<file path="config.mk">
export PLATFORM = sky130hd
export DESIGN_NAME = conv_window_5x5
export DESIGN_NICKNAME = d
export VERILOG_FILES = /design/src/rtl/conv_window_5x5.sv
export SDC_FILE = /design/constraint.sdc
export NUM_CORES = 1
export LEC_CHECK = 0
export BUFFER_PORTS_ARGS = -buffer_cell sky130_fd_sc_hd__buf_2
export CAP_MARGIN = 20
export CORE_MARGIN = 4
export CORE_UTILIZATION = 51
export CTS_CLUSTER_SIZE = 8
export DETAILED_ROUTE_END_ITERATION = 8
export GPL_TIMING_DRIVEN = 0
export PLACE_DENSITY = 0.82
export SLEW_MARGIN = 30
export SYNTH_ARGS = -nofsm -noshare
export SYNTH_HDL_FRONTEND = slang
export SYNTH_SLANG_ARGS = --single-unit
</file>
<file path="constraint.sdc">
create_clock -name clk -period 6.5 [get_ports clk]
set_input_delay 0 -clock clk [delete_from_list [all_inputs] [get_ports clk]]
set_output_delay 0 -clock clk [all_outputs]
set_load 0.01 [all_outputs]
</file>
<file path="src/rtl/conv_window_5x5.sv">
// conv_window_5x5: 5x5 sliding window over a row-buffer chain.
// The live pixel (tap0) and four delayed rows (tap1..tap4) form one vertical
// column that is shifted into the right edge of a 5x5 register window on
// every accepted pixel. Frame position counters track the pixel on tap0.
// valid marks a complete 5x5 neighbourhood that does not straddle two rows.
// Optional feature macro: CONV_WINDOW_FRAME_DONE_EN enables the end-of-frame
// pulse on frame_done; without it the port is tied to 0.
// Handshake: en is a one-way strobe with no ready. Each en edge accepts one
// pixel, and valid pulses for exactly one cycle after each accepted pixel that
// completes a window. The consumer must take every valid pulse.
module conv_window_5x5 #(
  parameter int LENGTH    = 32,
  parameter int HEIGHT    = 32,
  parameter int BIT_WIDTH = 8
) (
  input  logic                        clk,
  input  logic                        rst_n,
  input  logic                        en,
  input  logic [BIT_WIDTH-1:0]        tap0,
  input  logic [BIT_WIDTH-1:0]        tap1,
  input  logic [BIT_WIDTH-1:0]        tap2,
  input  logic [BIT_WIDTH-1:0]        tap3,
  input  logic [BIT_WIDTH-1:0]        tap4,
  output logic [25*BIT_WIDTH-1:0]     window,
  output logic                        valid,
  output logic [$clog2(HEIGHT)-1:0]   win_row,
  output logic [$clog2(LENGTH)-1:0]   win_col,
  output logic                        frame_done
);

  localparam int CW = $clog2(LENGTH);
  localparam int RW = $clog2(HEIGHT);
  localparam logic [CW-1:0] COL_LAST = CW'(LENGTH - 1);
  localparam logic [RW-1:0] ROW_LAST = RW'(HEIGHT - 1);
  localparam logic [CW-1:0] COL_FOUR = CW'(4);
  localparam logic [RW-1:0] ROW_FOUR = RW'(4);

  logic [BIT_WIDTH-1:0] r_win [5][5];
  logic [CW-1:0]        r_col_cnt;
  logic [RW-1:0]        r_row_cnt;
  logic                 r_valid;
  logic [RW-1:0]        r_win_row;
  logic [CW-1:0]        r_win_col;

  logic [BIT_WIDTH-1:0] w_new_col [5];
  logic                 w_col_last;
  logic                 w_row_last;
  logic                 w_full;

  // Incoming column: row 0 of the window is the oldest row (tap4).
  always_comb begin
    w_new_col[0] = tap4;
    w_new_col[1] = tap3;
    w_new_col[2] = tap2;
    w_new_col[3] = tap1;
    w_new_col[4] = tap0;
  end

  assign w_col_last = (r_col_cnt == COL_LAST);
  assign w_row_last = (r_row_cnt == ROW_LAST);
  // Columns 0..3 of a row would pull in the previous row's tail, so they never
  // complete a window; rows 0..3 would pull in stale row-buffer contents.
  assign w_full     = (r_row_cnt >= ROW_FOUR) && (r_col_cnt >= COL_FOUR);

  // Window shift register: older columns move left, new column enters at c=4.
  always_ff @(posedge clk) begin
    if (!rst_n) begin
      for (int r = 0; r < 5; r++) begin
        for (int c = 0; c < 5; c++) begin
          r_win[r][c] <= '0;
        end
      end
    end else if (en) begin
      for (int r = 0; r < 5; r++) begin
        for (int c = 0; c < 4; c++) begin
          r_win[r][c] <= r_win[r][c+1];
        end
        r_win[r][4] <= w_new_col[r];
      end
    end
  end

  // Frame position of the pixel currently presented on tap0.
  always_ff @(posedge clk) begin
    if (!rst_n) begin
      r_col_cnt <= '0;
      r_row_cnt <= '0;
    end else if (en) begin
      if (w_col_last) begin
        r_col_cnt <= '0;
        r_row_cnt <= w_row_last ? '0 : r_row_cnt + RW'(1);
      end else begin
        r_col_cnt <= r_col_cnt + CW'(1);
      end
    end
  end

  // Valid pulse and top-left coordinate of the window it describes.
  always_ff @(posedge clk) begin
    if (!rst_n) begin
      r_valid   <= 1'b0;
      r_win_row <= '0;
      r_win_col <= '0;
    end else begin
      r_valid <= en && w_full;
      if (en && w_full) begin
        r_win_row <= r_row_cnt - ROW_FOUR;
        r_win_col <= r_col_cnt - COL_FOUR;
      end
    end
  end

`ifdef CONV_WINDOW_FRAME_DONE_EN
  logic r_frame_done;

  // One-cycle pulse alongside the valid of the frame's last pixel.
  always_ff @(posedge clk) begin
    if (!rst_n) begin
      r_frame_done <= 1'b0;
    end else begin
      r_frame_done <= en && w_col_last && w_row_last;
    end
  end

  assign frame_done = r_frame_done;
`else
  assign frame_done = 1'b0;
`endif

  for (genvar gr = 0; gr < 5; gr++) begin : g_row
    for (genvar gc = 0; gc < 5; gc++) begin : g_col
      assign window[(gr*5+gc)*BIT_WIDTH +: BIT_WIDTH] = r_win[gr][gc];
    end
  end

  assign valid   = r_valid;
  assign win_row = r_win_row;
  assign win_col = r_win_col;

endmodule

</file>
Word level (Yosys, flattened, before mapping)
Memories as Yosys holds them, arrays and structs flattened.
Cells that the tools add are included.
{ "totals": {"ff_bits": 21, "latch_bits": 0, "ramBits": 200, "rom_bits": 0, "in_bits": 43, "output_inout_bits": 212, "word_cells": 73, "memories": 1} }
{ "classes": {"add_sub_neg": 4, "mul": 0, "div": 0, "order_cmp": 2, "n_eq_ne": 2, "shifts": 0, "n_mux": 31, "bitwise": 25, "n_reduce_logical": 3} }
{ "mem_list": {"columns": ["memory", "depth", "width", "rd", "rd_clocked_by_memory_dff", "wr", "line", "source"], "rows": [
  ["r_win", 5, 40, 5, 0, 5, "38", "logic [BIT_WIDTH-1:0] r_win [5][5];"]
]} }
{ "ops": {"columns": ["operator", "count"], "rows": [
  ["8-bit 2-to-1 mux", 25],
  ["1-bit OR", 25],
  ["5-bit by 1-bit adder with 5-bit output (second input constant)", 2],
  ["5-bit equality test (second input constant)", 2],
  ["5-bit by 3-bit >= comparator with 1-bit output (second input constant)", 2],
  ["5-bit 2-to-1 mux", 2],
  ["5-bit by 3-bit subtractor with 5-bit output (second input constant)", 2],
  ["1-bit 2-to-1 mux", 4],
  ["1-bit logical AND", 2],
  ["2-bit AND reduction", 1]
]} }

Longest topological paths before layout
Gate-level depths: netlist (run 1).
{ "depth": {"depth_word": 4, "ltp_mapped": 7} }

Worst setup path before layout (run 1)
OpenSTA, ideal clock, no wires.
{ "synth_path": {"kind": "input -> register", "from": "input rst_n", "to": "memory r_win[0][0] (netlist bit) (enable)", "setup_ns": 1.591, "arrival_time_ns": 3.501, "t_required_ns": 4.909, "slack_ns": 1.408, "stages": 2, "cell_sequence": "clkbuf_1 > nand2_1"} }
{ "synth_lines": {"columns": ["item", "line", "source"], "rows": [
  ["from (decl)", "17", "input logic rst_n,"],
  ["to (decl)", "38", null]
]} }

Final worst setup path (run 1)
{ "layout_path": {"from": "register r_col_cnt[2]", "to": "register r_row_cnt[2]"} }
{ "layout_between": {"elab_chain_cells": 2} }
{ "layout_rtl": {"columns": ["item", "line", "source"], "rows": [
  ["from (decl)", "39", "logic [CW-1:0] r_col_cnt;"],
  ["from (signal assigned)", "93", "r_col_cnt <= r_col_cnt + CW'(1);"],
  ["5-bit equality test", "59", "assign w_col_last = (r_col_cnt == COL_LAST);"],
  ["2-bit AND reduction (no line)", null, null],
  ["to (signal assigned)", "91", "r_row_cnt <= w_row_last ? '0 : r_row_cnt + RW'(1);"],
  ["to (decl)", "40", "logic [RW-1:0] r_row_cnt;"]
]} }
Every way passes these cells.
A chain may end at the register's enable or synchronous reset.

==> impl_metrics.json, run 1 <==
{
  "status": "completed",
  "p_per_area_nw_per_um2": 294,
  "fmax_ghz": 0.521,
  "synth-seq-area-share": 0.746,
  "setup.worst_path.end_class": "flop",
  "worstPathArrival_ns": 2.38,
  "max_stage_delay_ns": 0.52,
  "cts_buffer_depth": 3,
  "grtUsageTotal": 0.223,
  "row_count": 47,
  "clock_power_share": 0.421,
  "pin_count_of_the_biggest_net_entering_global_routing": 52,
  "drc": 0,
  "dieWidth_um": 138,
  "mappedNetlistArea_um2": 8610,
  "min-delay-path-class": "primary input to flop",
  "synth.ff_latch_count": 221,
  "cts_buffers": 31,
  "finalWeightedCongestion": 0.788,
  "setup_total_negative_slack_ns": 0,
  "drive_gt1_frac": 0.341,
  "worst_path_cell_trace": "ha_1 -> and2_1 -> ha_1 -> buf_4 -> nand2_2 -> or4b_1 -> a21boi_1",
  "finalSetupViolCount": 0,
  "fillers": 1126,
  "finClkSkew_ns": 0.0206,
  "globalRoute.totalOverflow": 0,
  "grt_first_pass_wirelength_um": 32800,
  "critPathRequiredTime_ns": 6.96,
  "cellInternalPower_mw": 2.65,
  "drt.antenna.violating_nets": 0,
  "number_of_enable_flip_flop_cells_after_synthesis": 200,
  "static-leakage-power_nw": 5.78,
  "grt_antenna_before_repair": 0,
  "fraction_of_the_cycle_the_final_worst_path_needs": 0.295,
  "period_minus_slack_ns": 1.92,
  "maxCapViolCount": 0,
  "post_drt_wl_per_cell_um": 19.0,
  "timing_hold_violations_final": 0,
  "slew_headroom": 0.651,
  "critPathBufInv": 1,
  "die_y_um": 138,
  "total_switching_power_mw": 0.759,
  "synth_cells": 569,
  "number_of_warning_messages_in_the_yosys_log": 0,
  "routed_wirelength_um": 21800,
  "cts_tree": "built",
  "vias": 6131,
  "critical_path.startpoint_type": "flop",
  "cts.reportedPaths.clkPinSlew_ns": 0.05,
  "root_buffer": "clkbuf_16",
  "place_ws_ns": 4.58,
  "design.core.area_um2": 16600,
  "dominantRegCellSynth": "edfxtp_1",
  "drt-pass1-iter-count": 4,
  "timing.critical_path.fanout_max": 9,
  "insertedDiodeCount": 0,
  "critical-path-top-delay-family": "simple AND/OR/NAND/NOR gates",
  "postLayoutSetupSlackWorst_ns": 4.58,
  "fraction_of_power_spent_switching_nets": 0.223,
  "worst-setup-path-type": "flop to flop",
  "area_delta_synth_final_pct": 34.5,
  "fin_nets": 959,
  "slew_violations": 0,
  "path_common_cell": "ha_1",
  "grt_setup_unrepaired": "no",
  "postCtsSetupBuffers": 0,
  "clock_latency_ns": 0.53,
  "grt_pass1_vias": 6049,
  "worstMarginPinSlew_ns": 0.522,
  "detailed_place_hpwl_um": 14800,
  "cts_sinks": 221,
  "crit_path_top_delay_cell": "dfxtp_1",
  "distinct_cell_type_count_after_synthesis": 36,
  "port_buffers": 252,
  "h-tree-depth": 1,
  "vdd_ir_drop_max_mv": 0.221,
  "initial_utilization": 0.519,
  "synth.net_count": 624,
  "async_flop_share": 0,
  "ios": 255,
  "synth.avg_cell_area_um2": 15.1,
  "post_drt_via_cell_ratio": 5.34,
  "dr.first_iter.drc_count": 290,
  "seqPwrFrac": 0.495,
  "combinationalPowerShare": 0.084,
  "design.die.area_um2": 19000
}
worst paths after layout:
path                              startpoint       endpoint  slack, ns  cells after the start
worst max register to register  r_col_cnt[2]   r_row_cnt[2]       4.58                      7
worst min-delay path                   rst_n  r_win[0][180]       0.05                      2
worst min register to register    win_col[4]     win_col[4]       0.45                      2
worst max-delay path            r_col_cnt[2]   r_row_cnt[2]       4.58                      7
worst register-to-register path: stages (launching register included):
cell,delay [ns]
dfxtp_1,0.52
ha_1,0.20
and2_1,0.12
ha_1,0.13
buf_4,0.15
nand2_2,0.12
or4b_1,0.48
a21boi_1,0.14
timing repair:
action,CTS,global route
hold buffers,46,0
resized for setup,0,0
hold endpoints to repair,62,0
per-stage QoR:
stage | cell area (µm²) | cells | utilization | hold slack (ns) | power [mW]
6_report | 11600 | 1148 | 0.699 | 0.0518 | 3.41
5_1_grt | 11600 | 1148 | 0.699 | 0.0650 | 3.53
4_1_cts | 11600 | 1148 | 0.699 | 0.0123 | 3.43
3_5_place_dp | 10300 | 1045 | 0.618 | 0.320 | 1.97
3_3_place_gp | 10200 | 1041 | 0.612 | 0.313 | 1.98
2_1_floorplan | 8610 | 569 | - | 0.236 | 1.84
flip-flops by register name (all words and copies together), names as in the netlist:
| register | cells |
|---|---|
| r_col_cnt | 5 |
| r_row_cnt | 5 |
| r_win | 200 |
| valid | 1 |
| win_col | 5 |
| win_row | 5 |
layout by cell type, fill, tap and decap left out, types with 11 or more instances in the layout:
| cell type | instances |
|---|---|
| buf_2 | 262 |
| and3_1 | 200 |
| edfxtp_1 | 200 |
| clkbuf_1 | 53 |
| dlygate4sd3_1 | 46 |
| clkbuf_16 | 31 |
| dfxtp_1 | 21 |
| nand2_1 | 19 |
| ha_1 | 12 |
| mux2i_1 | 11 |
layout make-up:
cell class                      instances  area [µm²]  area share
Sequential cell                       221        6430       0.555
Buffer                                 50         219      0.0189
Tap cell                              220         275      0.0238
Inverter                               10        37.5     0.00324
Clock buffer                           56         870      0.0750
Multi-Input combinational cell        288        1940       0.167
Timing Repair Buffer                  302        1820       0.157
Clock inverter                          1        5.00    0.000432
cells by family after synthesis:
logic type / count (synthesis) / synth area share
buffers and inverters: 60 / 0.0298
adders and majority gates: 12 / 0.0174
other: 1 / 0.000435
and+or+nand+nor: 244 / 0.174
DFF: 221 / 0.746
muxes: 11 / 0.0128
xor gates and xnor gates: 2 / 0.00203
AOI/OAI and AO/OA: 18 / 0.0179
power by group through the flow:
stage               Sequential (mW)  Clock [mW]  Combinational, mW
finish                         1.69        1.44              0.285
global route                   1.69        1.53              0.309
CTS                            1.69        1.45              0.286
detailed placement             1.71           0              0.263
global placement               1.73           0              0.250
floorplan                      1.76           0             0.0772
metal layers:
| layer | vias to the layer above | wire [µm] | track usage |
|---|---|---|---|
| li1 | 2818 | - | - |
| met1 | 2998 | 8300 | 0.273 |
| met2 | 265 | 11000 | 0.389 |
| met3 | 50 | 1800 | 0.0559 |
| met4 | 0 | 673 | 0.0714 |
| met5 | - | 0 | 0 |
cells in the mapped netlist (2+ instances only):
| cell | number | share of area |
|---|---|---|
| nand3_1 | 3 | 0.0017 |
| and2_1 | 4 | 0.0029 |
| a31oi_1 | 2 | 0.0015 |
| o21ai_0 | 4 | 0.0023 |
| buf_2 | 10 | 0.0058 |
| dfxtp_1 | 21 | 0.049 |
| a2111oi_4 | 2 | 0.0064 |
| xor2_1 | 2 | 0.0020 |
| mux2i_1 | 11 | 0.013 |
| a21boi_0 | 2 | 0.0017 |
| ha_1 | 12 | 0.017 |
| and3_1 | 200 | 0.15 |
| a21oi_1 | 3 | 0.0017 |
| edfxtp_1 | 200 | 0.70 |
| nand2b_1 | 2 | 0.0015 |
| clkbuf_2 | 9 | 0.0052 |
| or4_1 | 2 | 0.0017 |
| inv_1 | 9 | 0.0039 |
| a21boi_1 | 3 | 0.0026 |
| nor2b_1 | 4 | 0.0029 |
| clkbuf_1 | 28 | 0.012 |
| buf_4 | 2 | 0.0017 |
| nor2_1 | 2 | 0.00087 |
| nand2_1 | 20 | 0.0087 |
Power figures use the tool's default switching activity.
==> run 2: changes to the inputs <==
CORE_UTILIZATION = 46   (was 51)
PLACE_DENSITY = 0.78   (was 0.82)
clock period = 1.5 ns   (was 6.5 ns; I/O delays follow)
==> run 2 against run 1 <==
  * Hold slack worse by 0.16 ns
  * Critical path depth is 1 lower
  * The flow now finishes with violations (hold timing, setup timing)
  * Clock-buffer cell count stayed put
  * Highest routed layer unchanged
  * Final cell count is 3.0% higher
  * Register-to-register slack worse by 4.6 ns
==> impl_metrics.json, run 2 (same netlist as run 1, synthesis figures left out) <==
{
  "design.die.area_um2": 21000,
  "grt_setup_unrepaired": "yes",
  "setup_total_negative_slack_ns": -0.257,
  "grt_antenna_before_repair": 1,
  "setup.worst_path.end_class": "flop",
  "pin_count_of_the_biggest_net_entering_global_routing": 95,
  "port_buffers": 252,
  "fin_nets": 984,
  "failed_checks": "hold timing, setup timing",
  "status": "finished, violations left",
  "die_y_um": 145,
  "ios": 255,
  "cts_buffer_depth": 3,
  "initial_utilization": 0.473,
  "worst_path_cell_trace": "ha_4 -> and2_4 -> ha_4 -> nand2_4 -> or4b_1 -> a21boi_1",
  "grt_first_pass_wirelength_um": 34600,
  "multi_input_comb_area_um2": 2100,
  "drt.antenna.violating_nets": 0,
  "largest_register_ffs": 200,
  "finalSetupViolCount": 10,
  "crit_path_top_delay_cell": "or4b_1",
  "cts_sinks": 221,
  "max_stage_delay_ns": 0.47,
  "critical-path-top-delay-family": "simple AND/OR/NAND/NOR gates",
  "post_drt_wl_per_cell_um": 19.4,
  "routed_wirelength_um": 22900,
  "maxCapViolCount": 0,
  "static-leakage-power_nw": 5.92,
  "dieWidth_um": 145,
  "h-tree-depth": 1,
  "area.sequential_um2": 6460,
  "cts.reportedPaths.clkPinSlew_ns": 0.05,
  "slew_violations": 0,
  "cts_tree": "built",
  "worst-setup-path-type": "flop to flop",
  "worstPathArrival_ns": 2.01,
  "most-common-layout-cells": "buf_2, and3_1, edfxtp_1",
  "globalRoute.totalOverflow": 0,
  "cts_hold_buffers": 47,
  "critPathBufInv": 0,
  "finalHoldWorstSlack_ns": -0.110,
  "fillers": 1289,
  "critPathRequiredTime_ns": 1.95,
  "vdd_ir_drop_max_mv": 0.968,
  "fraction_of_the_cycle_the_final_worst_path_needs": 1.04,
  "drive_gt1_frac": 0.388,
  "drt-pass1-iter-count": 5,
  "vias": 6250,
  "design.core.area_um2": 18200,
  "finClkSkew_ns": 0.00619,
  "postLayoutSetupSlackWorst_ns": -0.0568,
  "root_buffer": "clkbuf_16",
  "timing_hold_violations_final": 3,
  "clock_latency_ns": 0.53,
  "timing.critical_path.fanout_max": 4,
  "p_per_area_nw_per_um2": 1230,
  "critical_path.startpoint_type": "flop",
  "path_common_cell": "ha_4",
  "post_drt_via_cell_ratio": 5.28,
  "cts_buffers": 31,
  "max_flop_register": "r_win",
  "dr.first_iter.drc_count": 418,
  "drc": 0,
  "place_ws_ns": -0.158,
  "row_count": 49,
  "min-delay-path-class": "primary input to flop",
  "mostFrequentLayoutCell": "buf_2",
  "finalWeightedCongestion": 0.811,
  "detailed_place_hpwl_um": 15000,
  "grt_pass1_vias": 6438,
  "area_delta_synth_final_pct": 39.2,
  "period_minus_slack_ns": 1.56,
  "fmax_ghz": 0.642,
  "grtUsageTotal": 0.209
}
==> run 2: routing by layer <==
| layer | vias up | track usage | part of all wire |
|---|---|---|---|
| li1 | 2869 | - | - |
| met1 | 3069 | 0.253 | 0.38 |
| met2 | 250 | 0.363 | 0.51 |
| met3 | 62 | 0.0542 | 0.079 |
| met4 | 0 | 0.0731 | 0.037 |
| met5 | - | 0 | 0 |
==> run 2: power by group <==
group / internal, mW / switching, mW / leakage (nW) / total [mW]
Combinational: 0.520 / 0.741 / 3.13 / 1.26
Clock: 3.84 / 2.42 / 0.415 / 6.26
Sequential: 7.11 / 0.175 / 2.38 / 7.29
Total: 11.5 / 3.34 / 5.92 / 14.8
==> run 2: worst register-to-register path, cell delays in order, from the launching register on <==
cell and delay (ns):
dfxtp_4 0.37, ha_4 0.15, and2_4 0.15, ha_4 0.16, nand2_4 0.07, or4b_1 0.47, a21boi_1 0.12
==> run 2: area by class of cell <==
type / instances / share of cell area
Buffer: 49 / 0.0177
Clock buffer: 56 / 0.0725
Multi-Input combinational cell: 288 / 0.175
Timing Repair Buffer: 328 / 0.169
Tap cell: 229 / 0.0239
Antenna cell: 1 / 0.000209
Inverter: 10 / 0.00334
Clock inverter: 1 / 0.000417
Sequential cell: 221 / 0.538
==> run 2: stage by stage <==
stage	hold slack, ns	power [mW]	instances	util	cell area [µm²]
4_1_cts	-0.196	14.9	1179	0.654	11900
6_report	-0.110	14.8	1183	0.659	12000
2_1_floorplan	0.216	7.92	569	-	8720
3_3_place_gp	0.313	8.50	1050	0.564	10300
3_5_place_dp	0.320	8.55	1052	0.567	10300
5_1_grt	-0.116	15.3	1183	0.659	12000
==> run 2: final timing paths <==
path	startpoint	endpoint	slack [ns]	cells after the start
max	r_col_cnt[1]	r_row_cnt[2]	-0.06	6
min	en	r_row_cnt[2]	-0.11	4
max reg2reg	r_col_cnt[1]	r_row_cnt[2]	-0.06	6
min reg2reg	win_row[1]	win_row[1]	0.46	2
==> run 2: what timing repair did <==
action,4_1_cts,5_1_grt
setup endpoints to repair,14,57
gates cloned,0,1
pin swaps,9,6
buffers inserted,24,2
gates resized for setup,15,14
endpoints found under the hold margin,60,3
